--- src/rtl/data_mem_slave_pkg.sv ---
// Shared widths and FSM encoding for the CPU data-memory responder.
package data_mem_slave_pkg;
  localparam int DATA_W = 16;
  localparam int ADDR_W = 16;
  localparam int CNT_W  = 4;

  typedef enum logic [1:0] {
    IDLE = 2'd0,
    WAIT = 2'd1,
    ACK  = 2'd2
  } state_t;
endpackage

--- src/rtl/data_mem_slave_if.sv ---
// CPU data-memory bus: strobe/ack handshake with word address and 16-bit data.
interface data_mem_slave_if;
  import data_mem_slave_pkg::*;

  logic [ADDR_W-1:0] addr;
  logic [DATA_W-1:0] wr_data;
  logic [DATA_W-1:0] rd_data;
  logic              stb;
  logic              we;
  logic              ack;
  logic              err;

  modport master (output addr, wr_data, stb, we, input rd_data, ack, err);
  modport slave  (input addr, wr_data, stb, we, output rd_data, ack, err);
endinterface

--- src/rtl/dmem_ram.sv ---
// DEPTH x 16 single-port store: synchronous write, registered read (old data on collision).
module dmem_ram
  import data_mem_slave_pkg::*;
#(
  parameter int DEPTH = 256,
  parameter int AW    = 8
) (
  input  logic              clk,
  input  logic              we,
  input  logic [AW-1:0]     addr,
  input  logic [DATA_W-1:0] wdata,
  output logic [DATA_W-1:0] rdata
);
  logic [DATA_W-1:0] mem [DEPTH];

  always_ff @(posedge clk) begin
    if (we) mem[addr] <= wdata;
    rdata <= mem[addr];
  end
endmodule

--- src/rtl/data_mem_slave.sv ---
// Data-memory responder: latches a strobed request, waits WAIT_STATES cycles, then
// acks for one cycle; out-of-range accesses ack with err, drop writes and read zero.
module data_mem_slave
  import data_mem_slave_pkg::*;
#(
  parameter int DEPTH       = 256,
  parameter int AW          = 8,
  parameter int WAIT_STATES = 1
) (
  input  logic             sys_clk,
  input  logic             sys_rst,
  data_mem_slave_if.slave  bus
);
  localparam logic [CNT_W-1:0] CNT_INIT =
    (WAIT_STATES > 0) ? CNT_W'(WAIT_STATES - 1) : '0;

  state_t            state_q, state_d;
  logic [CNT_W-1:0]  cnt_q, cnt_d;
  logic [ADDR_W-1:0] addr_q;
  logic [DATA_W-1:0] wdata_q;
  logic              we_q;
  logic [DATA_W-1:0] hold_q;

  logic              idle;
  logic [ADDR_W-1:0] cur_addr;
  logic [DATA_W-1:0] cur_wdata;
  logic              cur_we;
  logic              cur_in_range;
  logic              ram_we;
  logic [DATA_W-1:0] ram_rdata;
  logic [DATA_W-1:0] rd_now;
  logic              rd_ack;

  // In IDLE the bus is live (zero-wait requests go straight to ACK on the sampling
  // edge); afterwards the latched copy is used so bus changes are ignored.
  assign idle         = (state_q == IDLE);
  assign cur_addr     = idle ? bus.addr    : addr_q;
  assign cur_wdata    = idle ? bus.wr_data : wdata_q;
  assign cur_we       = idle ? bus.we      : we_q;
  assign cur_in_range = (cur_addr < ADDR_W'(DEPTH));

  always_comb begin
    state_d = state_q;
    cnt_d   = cnt_q;
    case (state_q)
      IDLE: begin
        if (bus.stb) begin
          if (WAIT_STATES > 0) begin
            state_d = WAIT;
            cnt_d   = CNT_INIT;
          end else begin
            state_d = ACK;
          end
        end
      end
      WAIT: begin
        if (!bus.stb) begin
          state_d = IDLE;
        end else if (cnt_q == '0) begin
          state_d = ACK;
        end else begin
          cnt_d = cnt_q - CNT_W'(1);
        end
      end
      ACK:     state_d = IDLE;
      default: state_d = IDLE;
    endcase
  end

  assign ram_we = (state_d == ACK) && (state_q != ACK) && cur_we && cur_in_range;

  dmem_ram #(
    .DEPTH (DEPTH),
    .AW    (AW)
  ) u_ram (
    .clk   (sys_clk),
    .we    (ram_we),
    .addr  (cur_addr[AW-1:0]),
    .wdata (cur_wdata),
    .rdata (ram_rdata)
  );

  always_ff @(posedge sys_clk or posedge sys_rst) begin
    if (sys_rst) begin
      state_q <= IDLE;
      cnt_q   <= '0;
      addr_q  <= '0;
      wdata_q <= '0;
      we_q    <= 1'b0;
      hold_q  <= '0;
    end else begin
      state_q <= state_d;
      cnt_q   <= cnt_d;
      if (idle && bus.stb) begin
        addr_q  <= bus.addr;
        wdata_q <= bus.wr_data;
        we_q    <= bus.we;
      end
      if (rd_ack) hold_q <= rd_now;
    end
  end

  // Registered RAM output is valid in ACK; hold_q keeps it until the next read ack.
  assign rd_ack      = (state_q == ACK) && !we_q;
  assign rd_now      = cur_in_range ? ram_rdata : '0;
  assign bus.rd_data = rd_ack ? rd_now : hold_q;
  assign bus.ack     = (state_q == ACK);
  assign bus.err     = (state_q == ACK) && !cur_in_range;
endmodule

--- src/flat_wrapper.sv ---
// flat-port wrapper written by rule: the top's interface ports become plain ports
module data_mem_slave_flat import data_mem_slave_pkg::*;
#(
  parameter int DEPTH       = 256,
  parameter int AW          = 8,
  parameter int WAIT_STATES = 1
)
  (sys_clk, sys_rst, bus_addr, bus_wr_data, bus_stb, bus_we, bus_rd_data, bus_ack, bus_err);
  data_mem_slave_if bus_i ();
  input  logic sys_clk;
  input  logic sys_rst;
  input wire logic [$bits(bus_i.addr)-1:0] bus_addr;
  input wire logic [$bits(bus_i.wr_data)-1:0] bus_wr_data;
  input wire logic [$bits(bus_i.stb)-1:0] bus_stb;
  input wire logic [$bits(bus_i.we)-1:0] bus_we;
  output wire logic [$bits(bus_i.rd_data)-1:0] bus_rd_data;
  output wire logic [$bits(bus_i.ack)-1:0] bus_ack;
  output wire logic [$bits(bus_i.err)-1:0] bus_err;
  assign bus_i.addr = bus_addr;
  assign bus_i.wr_data = bus_wr_data;
  assign bus_i.stb = bus_stb;
  assign bus_i.we = bus_we;
  assign bus_rd_data = bus_i.rd_data;
  assign bus_ack = bus_i.ack;
  assign bus_err = bus_i.err;
  data_mem_slave #(.DEPTH(DEPTH), .AW(AW), .WAIT_STATES(WAIT_STATES)) u_core (.sys_clk(sys_clk), .sys_rst(sys_rst), .bus(bus_i));
endmodule
--- config.mk ---
export PLATFORM = sky130hd
export DESIGN_NAME = data_mem_slave_flat
export DESIGN_NICKNAME = d
export VERILOG_FILES = /design/src/rtl/data_mem_slave_pkg.sv /design/src/rtl/data_mem_slave_if.sv /design/src/rtl/dmem_ram.sv /design/src/rtl/data_mem_slave.sv /design/src/flat_wrapper.sv
export SDC_FILE = /design/constraint.sdc
export NUM_CORES = 2
export LEC_CHECK = 0
export ABC_CLOCK_PERIOD_IN_PS = 7150
export BUFFER_PORTS_ARGS = -buffer_cell sky130_fd_sc_hd__buf_4
export CAP_MARGIN = 25
export CORE_ASPECT_RATIO = 0.6
export CORE_UTILIZATION = 55
export DETAILED_ROUTE_END_ITERATION = 12
export PLACE_DENSITY = 0.78
export SYNTH_ARGS = -nofsm -noshare
export SYNTH_HDL_FRONTEND = slang
export SYNTH_HIERARCHICAL = 1
export SYNTH_SLANG_ARGS = --single-unit
--- constraint.sdc ---
create_clock -name sys_clk -period 7.15 [get_ports sys_clk]
set_input_delay 0.715 -clock sys_clk [delete_from_list [all_inputs] [get_ports sys_clk]]
set_output_delay 0.715 -clock sys_clk [all_outputs]
set_load 0.1 [all_outputs]
==> flow_summary.html <==
<table>
<tr><th>Metric</th><th>Value</th></tr>
<tr><th colspan="2">Placement</th></tr>
<tr><td>IO buf count</td><td>between 50 and 60</td></tr>
<tr><td>Final weighted congestion of routability-driven global placement</td><td>~0.9</td></tr>
<tr><td>Placement Cell Area</td><td>165000 µm²</td></tr>
<tr><td>DP Wirelength</td><td>around 230000 µm</td></tr>
<tr><th colspan="2">Yosys</th></tr>
<tr><td>Number of enable-type register cells in the synthesized netlist</td><td>4096</td></tr>
<tr><td>Biggest area consumer among synthesized cells</td><td>sky130_fd_sc_hd__edfxtp_1</td></tr>
<tr><td>Netlist area before placement</td><td>about 160000 µm²</td></tr>
<tr><td>Leading cell types by total area after synthesis</td><td>sky130_fd_sc_hd__edfxtp_1, sky130_fd_sc_hd__mux4_2, sky130_fd_sc_hd__a22oi_1</td></tr>
<tr><td>Share of Yosys cell area claimed by the top area cell type</td><td>77.9%</td></tr>
<tr><td>Yosys reg bits</td><td>about 4200</td></tr>
<tr><td>Per-instance average area after synthesis</td><td>22.8 µm²</td></tr>
<tr><td>Number of instances in the synthesized netlist</td><td>~6900</td></tr>
<tr><td>Number of distinct library cells after synthesis</td><td>43</td></tr>
<tr><td>Dominant synthesized flop cell</td><td>sky130_fd_sc_hd__edfxtp_1</td></tr>
<tr><td>Sequential-to-total area share from yosys stat</td><td>about four fifths</td></tr>
<tr><td>Synth async-reset ratio</td><td>1.32%</td></tr>
<tr><td>Yosys synthesis warning count</td><td>6</td></tr>
<tr><td>Mapped Nets</td><td>roughly 7000</td></tr>
<tr><th colspan="2">Timing</th></tr>
<tr><td>Maximum achievable frequency</td><td>about 190 MHz</td></tr>
<tr><td>Final critical path time including I/O delays and setup</td><td>between 5 and 6 ns</td></tr>
<tr><td>Setup TNS after final layout</td><td>0 ns</td></tr>
<tr><td>Worst setup skew after layout</td><td>slightly below 0.05 ns</td></tr>
<tr><td>Unrepaired setup endpoints after global routing</td><td>no</td></tr>
<tr><td>Tcrit/Tclk final</td><td>74.5%</td></tr>
<tr><td>Max-slew violation count</td><td>0</td></tr>
<tr><td>Final Hold Fails</td><td>0</td></tr>
<tr><td>Worst hold-check slack</td><td>0.0154 ns</td></tr>
<tr><td>Worst relative slew slack</td><td>7.17%</td></tr>
<tr><td>Number of setup violations in the final report</td><td>0</td></tr>
<tr><td>Worst slew pin tran</td><td>1.39 ns</td></tr>
<tr><th colspan="2">Run status</th></tr>
<tr><td>Status</td><td>complete, no violations</td></tr>
<tr><th colspan="2">Clock tree</th></tr>
<tr><td>Buffers from clock root to sink, at most</td><td>4</td></tr>
<tr><td>Latest clock arrival within the worst-skew pair</td><td>0.91 ns</td></tr>
<tr><td>Total of cells resized after clock tree synthesis</td><td>0</td></tr>
<tr><td>Clock tree sinks</td><td>4167</td></tr>
<tr><td>Maximum level of the CTS H-tree</td><td>5</td></tr>
<tr><td>CTS tree</td><td>done</td></tr>
<tr><td>Number of buffers added by the clock tree synthesis step</td><td>345</td></tr>
<tr><td>Clock transition at the registers of the reported paths</td><td>0.07 ns</td></tr>
<tr><td>CTS Root Cell</td><td>sky130_fd_sc_hd__clkbuf_16</td></tr>
<tr><th colspan="2">Pwr</th></tr>
<tr><td>Power density of the placed cells</td><td>395 nW/µm²</td></tr>
<tr><td>Largest vdd supply drop</td><td>0.487 mV</td></tr>
<tr><td>Leak Pwr</td><td>54.4 nW</td></tr>
<tr><th colspan="2">Worst hold path</th></tr>
<tr><td>Hold Path Class</td><td>input pin to asynchronous set/reset pin</td></tr>
<tr><th colspan="2">Critical path</th></tr>
<tr><td>Critical path's slowest cell</td><td>sky130_fd_sc_hd__o41ai_1</td></tr>
<tr><td>Worst path most repeated cell</td><td>sky130_fd_sc_hd__buf_4</td></tr>
<tr><td>Crit path DAT</td><td>about 6.1 ns</td></tr>
<tr><td>Crit start category</td><td>register</td></tr>
<tr><td>Worst setup path start</td><td>u_core/state_q[0]</td></tr>
<tr><td>Cells along the critical path</td><td>nor2_4 -&gt; mux2_8 -&gt; buf_4 -&gt; buf_12 -&gt; mux4_2 -&gt; a22oi_1 -&gt; a21oi_1 -&gt; o41ai_1 -&gt; buf_2 -&gt; buf_4 -&gt; nand4_1</td></tr>
<tr><td>Highest cell delay on the worst timing path</td><td>between 0.7 and 0.8 ns</td></tr>
<tr><td>Critical path peak fanout</td><td>97</td></tr>
<tr><td>R2R setup slack</td><td>1.82 ns</td></tr>
<tr><td>Setup Crit Path Kind</td><td>register to register</td></tr>
<tr><td>Type of destination of the critical path</td><td>register</td></tr>
<tr><td>Required arrival time at the worst endpoint</td><td>7.87 ns</td></tr>
<tr><td>Start of the worst register-to-register path</td><td>u_core/state_q[0]</td></tr>
<tr><th colspan="2">Detailed routing</th></tr>
<tr><td>Final ANT Viol Nets</td><td>0</td></tr>
<tr><td>DRC violations left</td><td>0</td></tr>
<tr><td>Total Wirelength</td><td>422000 µm</td></tr>
<tr><td>Detailed-router iteration count before antenna repair</td><td>7</td></tr>
<tr><td>Vias post-DR</td><td>approximately 81000</td></tr>
<tr><td>Via/cell ratio</td><td>~7.0</td></tr>
<tr><td>DR iter-0 viols</td><td>14614</td></tr>
<tr><td>Avg WL per Cell</td><td>36.9 µm</td></tr>
<tr><th colspan="2">Die</th></tr>
<tr><td>I/O pin cnt</td><td>54</td></tr>
<tr><td>Initial standard-cell utilization of the core</td><td>between 50% and 60%</td></tr>
<tr><td>Floorplan die area</td><td>just under 300000 µm²</td></tr>
<tr><td>Vertical die dimension</td><td>417 µm</td></tr>
<tr><td>Area of the core</td><td>284000 µm²</td></tr>
<tr><td>Horizontal extent of the die</td><td>694 µm</td></tr>
<tr><td>Rows</td><td>151</td></tr>
<tr><th colspan="2">Layout</th></tr>
<tr><td>Count of nets after finishing</td><td>7350</td></tr>
<tr><td>Leading cell type in the layout, fill and taps excluded</td><td>sky130_fd_sc_hd__edfxtp_1</td></tr>
<tr><td>Commonest non-fill, non-tap cells in the layout</td><td>sky130_fd_sc_hd__edfxtp_1, sky130_fd_sc_hd__mux4_2, sky130_fd_sc_hd__a22oi_1</td></tr>
<tr><td>Post-route design area</td><td>between 150000 and 200000 µm²</td></tr>
<tr><td>Relative area change from synthesis to final layout</td><td>11.8%</td></tr>
<tr><td>Fraction of layout instances using a drive strength above 1</td><td>27.8%</td></tr>
<tr><th colspan="2">Global routing</th></tr>
<tr><td>Global-route usage over all layers</td><td>29.0%</td></tr>
<tr><td>First-pass GRT wire length</td><td>594000 µm</td></tr>
<tr><td>Antenna violations before repair</td><td>10</td></tr>
<tr><td>Number of global-route vias before repair</td><td>79410</td></tr>
<tr><td>Pin count of the biggest net entering global routing</td><td>177</td></tr>
<tr><td>Global route overflow</td><td>0</td></tr>
<tr><th colspan="2">Run</th></tr>
<tr><td>Max-cap violations</td><td>0</td></tr>
</table>
==> path summary, 6_finish.rpt <==
kind	to	depth (start not counted)
max in group asynchronous	u_core/hold_q[10]	3
min in group sys_clk	u_core/addr_q[2]	2
setup / recovery	u_core/u_ram/rdata[4]	11
hold / removal	u_core/wdata_q[2]	3
setup reg to reg	u_core/u_ram/rdata[4]	11
hold reg to reg	u_core/hold_q[5]	2
==> report_power, final <==
part           internal (W)  switching, W
combinational       0.00645        0.0137
sequential           0.0302      0.000139
clock                0.0105       0.00882
==> state kept, by name, indices dropped and copies added (netlist names) <==
register,flops
u_core/addr_q,16
u_core/u_ram/rdata,16
u_core/wdata_q,16
u_core/u_ram/mem,4096
u_core/state_q,2
u_core/cnt_q,4
u_core/hold_q,16
u_core/we_q,1
==> per-stage QoR <==
stage                     total power (W)  util, %  std cells  setup WS [ns]
after floorplan                    0.0429        -       6935           1.91
after global placement             0.0498     58.2      10773           1.44
after detailed placement           0.0504     58.2      10780           1.91
after CTS                          0.0694     62.2      11404           1.85
after global routing               0.0712     62.2      11411           1.58
final                              0.0698     62.2      11434           1.82
==> repair_timing <==
action	4_1_cts	5_1_grt
hold buffers	3	0
setup buffers	0	0
endpoints found under the hold margin	3	0
==> layout make-up <==
| cell class | instances | area [µm²] |
|---|---|---|
| sequential | 4167 | 125000 |
| clock buffer | 424 | 9130 |
| antenna | 23 | 57.6 |
| clock inverter | 197 | 2030 |
| timing repair buffer | 461 | 3940 |
| tap | 3825 | 4790 |
| multi-input combinational | 2333 | 32000 |
| inverter | 4 | 15.0 |
| fill | 17800 | 107000 |
==> layer usage <==
layer,share of wire (%),track usage [%],up-vias
li1,-,-,30440
met1,35,41.1,42084
met2,45,42.5,7061
met3,16,10.2,965
met4,4.0,9.90,18
met5,0.032,0,-
==> critical path: cells and delay by family (launching register included) <==
kind,cells,cell delay (ns)
flip-flops,1,0.48
AND/OR/NAND/NOR,2,0.46
buffers and inverters,4,1.54
AO/OA/AOI/OAI,3,1.46
multiplexers,2,1.08
==> synthesized netlist by cell type, types with 2 or more instances <==
master / count
sky130_fd_sc_hd__edfxtp_1: 4096
sky130_fd_sc_hd__mux4_2: 1024
sky130_fd_sc_hd__a22oi_1: 512
sky130_fd_sc_hd__a21oi_1: 257
sky130_fd_sc_hd__clkbuf_1: 251
sky130_fd_sc_hd__nor2_1: 236
sky130_fd_sc_hd__buf_2: 83
sky130_fd_sc_hd__o41ai_1: 64
sky130_fd_sc_hd__nand2_1: 60
sky130_fd_sc_hd__mux2_2: 56
sky130_fd_sc_hd__dfrtp_1: 55
sky130_fd_sc_hd__buf_1: 54
sky130_fd_sc_hd__nor3_1: 33
sky130_fd_sc_hd__buf_6: 26
sky130_fd_sc_hd__buf_4: 16
sky130_fd_sc_hd__dfxtp_1: 16
sky130_fd_sc_hd__nand3_1: 16
sky130_fd_sc_hd__nand4_1: 16
sky130_fd_sc_hd__nor2b_1: 10
sky130_fd_sc_hd__o21ai_2: 10
sky130_fd_sc_hd__nand2b_1: 8
sky130_fd_sc_hd__o21ai_0: 7
sky130_fd_sc_hd__inv_1: 4
sky130_fd_sc_hd__and2_1: 3
sky130_fd_sc_hd__ha_1: 2
sky130_fd_sc_hd__or2_2: 2
sky130_fd_sc_hd__xor2_1: 2
==> kinds of logic after synthesis <==
family	Yosys count	share of synthesized area [%]
compound gates	852	3.70
fa+ha+maj	2	0.0158
simple gates	396	1.08
mux	1081	15.0
flops	4167	78.9
buf+inv	435	1.26
xor+xnor	2	0.0111
Note: power is estimated with default switching activity, not from simulation.
